### src/rtl/interp_pkg.sv
// -----------------------------------------------------------------------------
// interp_pkg
// Shared definitions for the interpolator tap window:
//   - state_e        : window FSM states (FILL / VALID / STALE)
//   - DEF_*          : default geometry constants
//   - *_lsb()        : slice-index helpers for the flattened sample/tap buses
// -----------------------------------------------------------------------------
package interp_pkg;

    typedef enum logic [1:0] {
        ST_FILL  = 2'd0,
        ST_VALID = 2'd1,
        ST_STALE = 2'd2
    } state_e;

    localparam int unsigned DEF_DATA_WIDTH = 19;
    localparam int unsigned DEF_NUM_TAPS   = 4;
    localparam int unsigned DEF_NUM_CH     = 1;

    // LSB of channel ch inside the flattened input sample.
    function automatic int unsigned chan_lsb(input int unsigned ch, input int unsigned dw);
        return ch * dw;
    endfunction

    // LSB of tap t inside one lane's flattened tap vector.
    function automatic int unsigned lane_lsb(input int unsigned tap, input int unsigned dw);
        return tap * dw;
    endfunction

    // LSB of (tap, channel) inside the flattened window bus.
    function automatic int unsigned win_lsb(input int unsigned tap, input int unsigned ch,
                                            input int unsigned num_ch, input int unsigned dw);
        return (tap * num_ch + ch) * dw;
    endfunction

endpackage

### src/rtl/interp_tap_window_if.sv
// -----------------------------------------------------------------------------
// interp_tap_window_if
// Sample-in handshake and window-out bus of the interpolator tap window.
//   s_valid/s_ready/s_data      : sample stream (source -> window)
//   win_valid/win_done/win_data : window handoff (window -> polyphase engine)
//   fill_level                  : number of valid taps
// Modports: master = source/consumer side, slave = tap window.
// -----------------------------------------------------------------------------
interface interp_tap_window_if #(
    parameter int unsigned DATA_WIDTH = 19,
    parameter int unsigned NUM_TAPS   = 4,
    parameter int unsigned NUM_CH     = 1
);
    localparam int unsigned FILL_W = $clog2(NUM_TAPS + 1);

    logic                                  s_valid;
    logic                                  s_ready;
    logic [NUM_CH*DATA_WIDTH-1:0]          s_data;
    logic                                  win_valid;
    logic                                  win_done;
    logic [NUM_TAPS*NUM_CH*DATA_WIDTH-1:0] win_data;
    logic [FILL_W-1:0]                     fill_level;

    modport master (
        output s_valid, s_data, win_done,
        input  s_ready, win_valid, win_data, fill_level
    );

    modport slave (
        input  s_valid, s_data, win_done,
        output s_ready, win_valid, win_data, fill_level
    );

endinterface

### src/rtl/interp_tap_lane.sv
// -----------------------------------------------------------------------------
// interp_tap_lane
// Single-channel NUM_TAPS delay line. Tap 0 is the newest sample.
// Ports:
//   clk, rst_n : clock, asynchronous active-low reset
//   clr        : synchronous flush, all taps to zero (highest priority)
//   shift_en   : shift din into tap 0, older taps move down by one
//   prime      : with shift_en, write din into every tap instead of shifting
//   din        : input sample
//   taps       : flattened taps, tap t at [t*DATA_WIDTH +: DATA_WIDTH]
// -----------------------------------------------------------------------------
module interp_tap_lane
    import interp_pkg::*;
#(
    parameter int unsigned DATA_WIDTH = DEF_DATA_WIDTH,
    parameter int unsigned NUM_TAPS   = DEF_NUM_TAPS
) (
    input  logic                           clk,
    input  logic                           rst_n,
    input  logic                           clr,
    input  logic                           shift_en,
    input  logic                           prime,
    input  logic [DATA_WIDTH-1:0]          din,
    output logic [NUM_TAPS*DATA_WIDTH-1:0] taps
);

    logic [DATA_WIDTH-1:0] r_tap [NUM_TAPS];

    always_ff @(posedge clk or negedge rst_n) begin
        if (!rst_n) begin
            for (int t = 0; t < NUM_TAPS; t++) begin
                r_tap[t] <= '0;
            end
        end else if (clr) begin
            for (int t = 0; t < NUM_TAPS; t++) begin
                r_tap[t] <= '0;
            end
        end else if (shift_en) begin
            if (prime) begin
                // Edge replication: the first sample stands in for the missing history.
                for (int t = 0; t < NUM_TAPS; t++) begin
                    r_tap[t] <= din;
                end
            end else begin
                r_tap[0] <= din;
                for (int t = 1; t < NUM_TAPS; t++) begin
                    r_tap[t] <= r_tap[t-1];
                end
            end
        end
    end

    for (genvar t = 0; t < NUM_TAPS; t++) begin : g_tap
        assign taps[lane_lsb(t, DATA_WIDTH) +: DATA_WIDTH] = r_tap[t];
    end

endmodule

### src/rtl/interp_tap_window.sv
// -----------------------------------------------------------------------------
// interp_tap_window
// Multi-channel tap window in front of the interpolation kernel. Samples are
// accepted over a valid/ready handshake and shifted into NUM_CH lockstep delay
// lines; a full window is held stable until the consumer raises win_done.
// Ports:
//   clk, rst_n : clock, asynchronous active-low reset
//   clr        : synchronous flush (empties window, zeroes taps, blocks accept)
//   bus        : interp_tap_window_if.slave (sample handshake, window, fill_level)
// Configuration:
//   PRIME_REPLICATE_EN : when defined, the first accept after reset/clr fills all
//                        taps with that sample and the window is valid at once.
// -----------------------------------------------------------------------------
module interp_tap_window
    import interp_pkg::*;
#(
    parameter int unsigned DATA_WIDTH = DEF_DATA_WIDTH,
    parameter int unsigned NUM_TAPS   = DEF_NUM_TAPS,
    parameter int unsigned NUM_CH     = DEF_NUM_CH
) (
    input  logic               clk,
    input  logic               rst_n,
    input  logic               clr,
    interp_tap_window_if.slave bus
);

    localparam int unsigned       FILL_W = $clog2(NUM_TAPS + 1);
    localparam logic [FILL_W-1:0] FULL   = FILL_W'(NUM_TAPS);

`ifdef PRIME_REPLICATE_EN
    localparam bit PRIME_EN = 1'b1;
`else
    localparam bit PRIME_EN = 1'b0;
`endif

    state_e            r_state;
    logic [FILL_W-1:0] r_fill;
    logic              r_win_valid;

    logic              w_ready;
    logic              w_accept;
    logic              w_prime;
    logic [FILL_W-1:0] w_fill_inc;

    // In VALID the window may only advance once the consumer is done with it.
    assign w_ready    = !clr && ((r_state != ST_VALID) || bus.win_done);
    assign w_accept   = bus.s_valid && w_ready;
    // An empty window only exists in FILL, so fill==0 marks the first sample.
    assign w_prime    = PRIME_EN && w_accept && (r_fill == '0);
    assign w_fill_inc = r_fill + 1'b1;

    always_ff @(posedge clk or negedge rst_n) begin
        if (!rst_n) begin
            r_state     <= ST_FILL;
            r_fill      <= '0;
            r_win_valid <= 1'b0;
        end else if (clr) begin
            r_state     <= ST_FILL;
            r_fill      <= '0;
            r_win_valid <= 1'b0;
        end else begin
            unique case (r_state)
                ST_FILL: begin
                    if (w_accept) begin
                        if (w_prime || (w_fill_inc == FULL)) begin
                            r_state     <= ST_VALID;
                            r_fill      <= FULL;
                            r_win_valid <= 1'b1;
                        end else begin
                            r_fill <= w_fill_inc;
                        end
                    end
                end
                ST_VALID: begin
                    // win_done with s_valid shifts and stays VALID (handled by the lanes).
                    if (bus.win_done && !bus.s_valid) begin
                        r_state     <= ST_STALE;
                        r_win_valid <= 1'b0;
                    end
                end
                ST_STALE: begin
                    if (w_accept) begin
                        r_state     <= ST_VALID;
                        r_win_valid <= 1'b1;
                    end
                end
                default: begin
                    r_state     <= ST_FILL;
                    r_fill      <= '0;
                    r_win_valid <= 1'b0;
                end
            endcase
        end
    end

    assign bus.s_ready    = w_ready;
    assign bus.win_valid  = r_win_valid;
    assign bus.fill_level = r_fill;

    for (genvar c = 0; c < NUM_CH; c++) begin : g_ch
        logic [NUM_TAPS*DATA_WIDTH-1:0] w_lane_taps;

        interp_tap_lane #(
            .DATA_WIDTH (DATA_WIDTH),
            .NUM_TAPS   (NUM_TAPS)
        ) u_lane (
            .clk      (clk),
            .rst_n    (rst_n),
            .clr      (clr),
            .shift_en (w_accept),
            .prime    (w_prime),
            .din      (bus.s_data[chan_lsb(c, DATA_WIDTH) +: DATA_WIDTH]),
            .taps     (w_lane_taps)
        );

        for (genvar t = 0; t < NUM_TAPS; t++) begin : g_tap
            assign bus.win_data[win_lsb(t, c, NUM_CH, DATA_WIDTH) +: DATA_WIDTH] =
                w_lane_taps[lane_lsb(t, DATA_WIDTH) +: DATA_WIDTH];
        end
    end

endmodule
### src/flat_wrapper.sv
// flat-port wrapper written by rule: the top's interface ports become plain ports
module interp_tap_window_flat import interp_pkg::*;
#(
    parameter int unsigned DATA_WIDTH = DEF_DATA_WIDTH,
    parameter int unsigned NUM_TAPS   = DEF_NUM_TAPS,
    parameter int unsigned NUM_CH     = DEF_NUM_CH
)
  (clk, rst_n, clr, bus_s_valid, bus_s_data, bus_win_done, bus_s_ready, bus_win_valid, bus_win_data, bus_fill_level);
  interp_tap_window_if #(.DATA_WIDTH(DATA_WIDTH), .NUM_TAPS(NUM_TAPS), .NUM_CH(NUM_CH)) bus_i ();
  input  logic clk;
  input  logic rst_n;
  input  logic clr;
  input wire logic [$bits(bus_i.s_valid)-1:0] bus_s_valid;
  input wire logic [$bits(bus_i.s_data)-1:0] bus_s_data;
  input wire logic [$bits(bus_i.win_done)-1:0] bus_win_done;
  output wire logic [$bits(bus_i.s_ready)-1:0] bus_s_ready;
  output wire logic [$bits(bus_i.win_valid)-1:0] bus_win_valid;
  output wire logic [$bits(bus_i.win_data)-1:0] bus_win_data;
  output wire logic [$bits(bus_i.fill_level)-1:0] bus_fill_level;
  assign bus_i.s_valid = bus_s_valid;
  assign bus_i.s_data = bus_s_data;
  assign bus_i.win_done = bus_win_done;
  assign bus_s_ready = bus_i.s_ready;
  assign bus_win_valid = bus_i.win_valid;
  assign bus_win_data = bus_i.win_data;
  assign bus_fill_level = bus_i.fill_level;
  interp_tap_window #(.DATA_WIDTH(DATA_WIDTH), .NUM_TAPS(NUM_TAPS), .NUM_CH(NUM_CH)) u_core (.clk(clk), .rst_n(rst_n), .clr(clr), .bus(bus_i));
endmodule
### config.mk
export PLATFORM = sky130hd
export DESIGN_NAME = interp_tap_window_flat
export DESIGN_NICKNAME = d
export VERILOG_FILES = /design/src/rtl/interp_pkg.sv /design/src/rtl/interp_tap_window_if.sv /design/src/rtl/interp_tap_lane.sv /design/src/rtl/interp_tap_window.sv /design/src/flat_wrapper.sv
export SDC_FILE = /design/constraint.sdc
export NUM_CORES = 1
export LEC_CHECK = 0
export BUFFER_PORTS_ARGS = -buffer_cell sky130_fd_sc_hd__buf_2
export CAP_MARGIN = 40
export CORE_MARGIN = 5
export CORE_UTILIZATION = 55
export CTS_CLUSTER_SIZE = 25
export DETAILED_ROUTE_END_ITERATION = 12
export GPL_TIMING_DRIVEN = 0
export PLACE_DENSITY = 0.89
export SYNTH_ARGS = -nofsm -noshare
export SYNTH_HDL_FRONTEND = slang
export SYNTH_HIERARCHICAL = 1
export SYNTH_SLANG_ARGS = --single-unit
### constraint.sdc
create_clock -name clk -period 2.9 [get_ports clk]
set_input_delay 0.58 -clock clk [delete_from_list [all_inputs] [get_ports clk]]
set_output_delay 0.58 -clock clk [all_outputs]
set_load 0.01 [all_outputs]
==> out/metrics.yaml, run 1 <==
cts:
  hold_buffers: 0
  cts_root_buf: "clkbuf_8"
  path_clk_slew_ns: 0.08
  cts_tree: "yes"
  htreeDepth: 3
  clock_latency_ns: 0.35
  cts.sinks: 81
  clock_path_buffers: 2
  cts_resized: 0
  cts_made_buffers: 9
  postCtsSetupRepairBufs: 0
synthesis:
  yosys.area_share.simple_pct: 22.2
  yosysTopAreaCell: "dfrtp_1"
  synth_top_cell_area_share_pct: 45.7
  synth_mux_area_share_pct: 4.29
  postSynthAreaPerCell_um2: 11.7
  synthXorXnorAreaFrac_pct: 0.197
  synth_top_family_by_area: "simple AND/OR/NAND/NOR gates"
  synth.cell_area_um2: 4440
  yosysSeqAreaShare_pct: 45.7
  synthCells: 380
  yosys_warnings: 6
  ys_seq_elements: 81
  synth_area_leaders: "dfrtp_1 (46%), a311oi_2 (19%), nand2b_1 (7.3%)"
  synth_compound_area_share_pct: 20.7
  synthAdderAreaFrac_pct: 1.41
  synth_cell_type_count: 30
final_layout:
  layout-drive-gt1-share_pct: 45.6
  fin_area_um2: 5340
  layout.area.seq_um2: 2030
  nFillCells: 570
  area_delta_synth_final_pct: 20.3
  multiInputGateArea_um2: 2180
  antenna_cells: 0
  finalNetCount: 528
floorplan:
  dieArea_um2: 9970
  die_w_um: 99.8
  num_io_pins: 105
  die_h_um: 99.8
  floorplan.initialDensity_pct: 56.8
  num_rows: 32
  core_um2: 7810
timing:
  drv_slew: 0
  post-route-period-util_pct: 70.9
  finClkSkew_ns: 0.00642
  finalHoldViolCount: 0
  worst_pin_slew_ns: 0.669
  max_freq_mhz: 487
  fin_crit_ns: 2.06
  setup_viol: 0
  fin_setup_tns_ns: 0
  max_slew_margin_pct: 55.4
  rsz0062_at_grt: "no"
route:
  num_vias: 3376
  wl_per_cell_um: 18.6
  post-route-drc-count: 0
  vias_per_cell: 5.57
  firstDrtPassIters: 4
  ant_nets: 0
  drt_iter0_markers: 193
  wirelength_um: 11300
grt:
  grt_max_degree: 68
  antenna_found_initial: 0
  grt_pass1_wl_um: 18700
  grt_overflow_total: 0
  grt_pass1_vias: 3581
  grtUsageTotal_pct: 23.8
outcome:
  status: "finished, final reports clean"
worst_setup_path:
  crit_required_ns: 3.10
  critical_path_class: "flop to flop"
  worstSetupStartpointType: "flop"
  endpoint_kind: "flop"
  arrival_ns: 2.26
  path_max_fanout: 10
power_and_ir_drop:
  peakVddDrop_v: 0.000295
  p_leak_nw: 2.49
  p_per_area_nw_per_um2: 495
placed_design:
  port_buffers: 104
  hpwl_um: 8540
  gp_congestion: 0.855
  post_dp_cell_area_um2: 5130
hold_path:
  min_path_type: "primary input to asynchronous set/reset pin"
job:
  maxCapViolations: 0
-- flip-flops by register name, indices dropped and copies added (netlist names) --
name and cells:
u_core/bus.fill_level 3, u_core/g_ch.u_lane/taps 76, u_core/bus.win_valid 1, u_core/r_state 1
-- worst max-delay path: stages, from the launching register on --
cell,delay [ns]
dfrtp_1,0.42
ha_1,0.25
nand2b_1,0.15
nand2_1,0.14
nor2_1,0.11
buf_4,0.14
buf_4,0.20
buf_2,0.33
a311oi_2,0.16
-- cell type report --
cell class / count / share of cell area [%]
multi-input cells: 268 / 40.8
flip-flops and latches: 81 / 38.0
repair buffers: 105 / 10.3
plain buffers: 31 / 4.36
clock buffers: 10 / 2.39
well taps: 102 / 2.39
clock inverters: 6 / 1.55
inverters: 3 / 0.211
-- cells in the final DEF (no fill, tap or decap) --
master,netlist,layout
a21oi_1,3,3
a311oi_2,57,57
a31oi_1,3,3
and2_1,1,1
buf_1,2,2
buf_12,2,2
buf_16,0,1
buf_2,15,118
buf_4,5,6
buf_6,5,5
bufinv_16,0,2
clkbuf_1,1,2
clkbuf_8,0,9
clkinv_2,0,3
clkinvlp_4,0,1
conb_1,1,4
dfrtp_1,81,81
dlymetal6s2s_1,1,1
ha_1,5,5
inv_1,3,3
mux2i_1,19,19
nand2_1,4,4
nand2_4,19,19
nand2b_1,52,52
nand2b_2,6,6
nand2b_4,1,1
nand3_1,2,2
nand3b_1,1,1
nand4b_1,3,3
nor2_1,80,80
nor2b_1,1,1
o21ai_0,4,4
o2bb2ai_1,1,1
or3_1,1,1
xor2_1,1,1
-- cell usage after synthesis (all sizes together) --
cell / count
a21oi: 3
a311oi: 57
a31oi: 3
and2: 1
buf: 29
clkbuf: 1
conb: 1
dfrtp: 81
dlymetal6s2s: 1
ha: 5
inv: 3
mux2i: 19
nand2: 23
nand2b: 59
nand3: 2
nand3b: 1
nand4b: 3
nor2: 80
nor2b: 1
o21ai: 4
o2bb2ai: 1
or3: 1
xor2: 1
-- layer usage --
| metal | vias up | routed length [µm] | track usage (%) |
|---|---|---|---|
| met3 | 20 | 565 | 4.59 |
| met4 | 0 | 235 | 9.66 |
| met2 | 117 | 5710 | 39.4 |
| li1 | 1582 | - | - |
| met5 | - | 0 | 0 |
| met1 | 1657 | 4780 | 30.7 |
-- power by group --
part	total (mW)	switching (mW)	internal, mW
Combinational	0.509	0.303	0.207
Clock	0.878	0.397	0.481
Sequential	1.25	0.0559	1.20
Total	2.64	0.756	1.89
-- stage by stage --
stage | hold WS, ns | worst slack (ns) | power, mW | instances | utilization (%)
final | 0.0807 | 0.845 | 2.64 | 606 | 68.4
after global routing | 0.0856 | 0.714 | 2.76 | 606 | 68.4
after CTS | 0.0720 | 0.857 | 2.64 | 606 | 68.4
after detailed placement | 0.457 | 0.889 | 1.77 | 590 | 65.7
after global placement | 0.526 | 0.696 | 1.75 | 589 | 65.3
after floorplan | 0.284 | 1.19 | 1.58 | 383 | -
-- path summary, 6_finish.rpt --
kind | start | to | slack, ns | cells past startpoint
worst max register to register | u_core/bus.win_valid$_DFFE_PN0P_ | u_core/g_ch[0].u_lane/taps[29]$_DFFE_PN0P_ | 0.84 | 8
max in group asynchronous | rst_n | u_core/g_ch[0].u_lane/taps[30]$_DFFE_PN0P_ | 2.23 | 2
worst min register to register | u_core/g_ch[0].u_lane/taps[11]$_DFFE_PN0P_ | u_core/g_ch[0].u_lane/taps[11]$_DFFE_PN0P_ | 0.56 | 2
worst min-delay path | rst_n | u_core/g_ch[0].u_lane/taps[18]$_DFFE_PN0P_ | 0.08 | 1
min in group clk | bus_s_data[11] | u_core/g_ch[0].u_lane/taps[11]$_DFFE_PN0P_ | 0.53 | 3
worst max-delay path | u_core/bus.win_valid$_DFFE_PN0P_ | u_core/g_ch[0].u_lane/taps[29]$_DFFE_PN0P_ | 0.84 | 8
-- kinds of logic (layout without fill, tap and decap cells) --
logic type	Yosys count	in the layout
simple gates	171	171
flops	81	81
compound gates	68	68
buf+inv	34	155
mux	19	19
fa+ha+maj	5	5
other cells	1	4
xor+xnor	1	1
No activity file was read; power rests on OpenSTA's default activity.
==> inputs of run 2 (changes only) <==
--- a/config.mk
+++ b/config.mk
@@ -8,11 +8,11 @@
 export BUFFER_PORTS_ARGS = -buffer_cell sky130_fd_sc_hd__buf_2
 export CAP_MARGIN = 40
 export CORE_MARGIN = 5
-export CORE_UTILIZATION = 55
+export CORE_UTILIZATION = 54
 export CTS_CLUSTER_SIZE = 25
 export DETAILED_ROUTE_END_ITERATION = 12
 export GPL_TIMING_DRIVEN = 0
-export PLACE_DENSITY = 0.89
+export PLACE_DENSITY = 0.88
 export SYNTH_ARGS = -nofsm -noshare
 export SYNTH_HDL_FRONTEND = slang
 export SYNTH_HIERARCHICAL = 1
==> constraint.sdc (replaced) <==
create_clock -name clk -period 2 [get_ports clk]
set_input_delay 0.4 -clock clk [delete_from_list [all_inputs] [get_ports clk]]
set_output_delay 0.4 -clock clk [all_outputs]
set_load 0.01 [all_outputs]
==> out/metrics.yaml, run 2 (synthesized netlist as in run 1, its figures left out) <==
outcome:
  status: "finished, final reports clean"
floorplan:
  num_io_pins: 105
  floorplan.initialDensity_pct: 54.8
  num_rows: 33
  core_um2: 8090
  die_w_um: 101
  die_h_um: 101
  dieArea_um2: 10100
power_and_ir_drop:
  peakVddDrop_v: 0.000411
  p_leak_nw: 2.50
  p_per_area_nw_per_um2: 689
  finalPower_mw: 3.71
route:
  wirelength_um: 10900
  ant_nets: 0
  post-route-drc-count: 0
  firstDrtPassIters: 4
  vias_per_cell: 5.46
  drt_iter0_markers: 188
  wl_per_cell_um: 17.9
  num_vias: 3334
placed_design:
  hpwl_um: 8550
  place_inst: 593
  port_buffers: 104
  gp_congestion: 0.893
grt:
  antenna_found_initial: 0
  grt_use_met2_pct: 38.5
  use_met3_pct: 4.98
  busiest_layer: "met2"
  use_met1_pct: 26.8
  grt_pass1_wl_um: 17700
  grtUsageTotal_pct: 22.2
  grt_max_degree: 68
  grt_overflow_total: 0
  grt_pass1_vias: 3547
final_layout:
  layout-drive-gt1-share_pct: 46.6
  fin_cells: 611
  antenna_cells: 0
  largest_register_ffs: 76
  finalNetCount: 532
  mostFrequentLayoutCells: "buf_2 (118), dfrtp_1 (81), nor2_1 (80), a311oi_2 (57), nand2b_1 (51)"
  area_delta_synth_final_pct: 21.3
  layout_commonest_cell: "buf_2"
  nFillCells: 645
timing:
  finalHoldViolCount: 0
  max_freq_mhz: 529
  setup_viol: 0
  max_slew_margin_pct: 54.3
  post-route-period-util_pct: 94.5
  fin_crit_ns: 1.89
  finClkSkew_ns: 0.00890
  rsz0062_at_grt: "no"
  drv_slew: 0
  worst_pin_slew_ns: 0.686
cts:
  clock_latency_ns: 0.35
  path_clk_slew_ns: 0.08
  cts_made_buffers: 9
  htreeDepth: 3
  clock_path_buffers: 2
  cts.sinks: 81
  cts_root_buf: "clkbuf_8"
  cts_tree: "yes"
worst_setup_path:
  arrival_ns: 1.49
  path_max_fanout: 3
  r2r.worst_path.cells: 9
  worstSetupStartpointType: "flop"
  r2r_start: "u_core/bus.win_valid$_DFFE_PN0P_"
  endpoint_kind: "primary output"
  startpoint: "u_core/r_state[1]$_DFFE_PN0P_"
  r2r_setup_slack_ns: 0.16
  crit_required_ns: 1.60
  worstReg2RegEnd: "u_core/g_ch[0].u_lane/taps[0]$_DFFE_PN0P_"
  critical_path_class: "flop to primary output"
job:
  maxCapViolations: 0
hold_path:
  hold_depth: 3
  holdCritStartpoint: "bus_s_data[10]"
  worstHoldEndpoint: "u_core/g_ch[0].u_lane/taps[10]$_DFFE_PN0P_"
  min_path_type: "primary input to flop"
## run 2: worst max path at each step
stage | end | slack (ns) | cells past startpoint
floorplan | u_core/g_ch[0].u_lane/taps[2]$_DFFE_PN0P_ | 0.29 | 9
global placement | u_core/g_ch[0].u_lane/taps[67]$_DFFE_PN0P_ | -0.02 | 1
detailed placement | u_core/g_ch[0].u_lane/taps[5]$_DFFE_PN0P_ | 0.04 | 9
CTS | u_core/g_ch[0].u_lane/taps[0]$_DFFE_PN0P_ | 0.02 | 9
global route | bus_s_ready | 0.04 | 6
finish | bus_s_ready | 0.11 | 6
## run 2: area by class of cell
class	instances	area, µm²	area share [%]
clock inverters	3	42.5	0.790
plain buffers	31	253	4.69
multi-input cells	268	2190	40.8
repair buffers	109	583	10.8
flip-flops and latches	81	2030	37.6
inverters	3	11.3	0.209
well taps	105	131	2.44
clock buffers	11	141	2.63
## run 2: what timing repair did
action	4_1_cts	5_1_grt
endpoints found under the hold margin	14	0
endpoints found under the setup margin	1	55
pin swaps	0	0
gates resized for setup	3	7
setup buffers	0	3
hold buffers	1	0
## run 2: per-stage QoR
| step | TNS (ns) | cell area (µm²) | util (%) | worst slack [ns] | hold slack, ns |
|---|---|---|---|---|---|
| after floorplan | 0 | 4450 | - | 0.286 | 0.104 |
| after global placement | -0.989 | 5100 | 63.0 | -0.0174 | 0.525 |
| after detailed placement | 0 | 5130 | 63.4 | 0.0383 | 0.275 |
| after CTS | 0 | 5340 | 65.9 | 0.0219 | 0.339 |
| after global routing | 0 | 5380 | 66.5 | 0.0386 | 0.353 |
| final | 0 | 5380 | 66.5 | 0.110 | 0.353 |
## run 2: layer usage
| layer | up-vias | routed length [µm] |
|---|---|---|
| met2 | 90 | 5710 |
| met4 | 0 | 260 |
| li1 | 1587 | - |
| met5 | - | 0 |
| met3 | 20 | 644 |
| met1 | 1637 | 4310 |
## run 2: power by group
group	leakage [nW]	internal, mW	switching (mW)
clock	0.0913	0.596	0.551
combinational	1.32	0.307	0.438
sequential	1.09	1.74	0.0791
## run 2: critical path: stages, from the launching register on
cell and delay, ns:
dfrtp_1 0.39, inv_2 0.08, ha_2 0.22, nand2b_4 0.07, buf_4 0.13, nor2b_1 0.12, buf_2 0.14
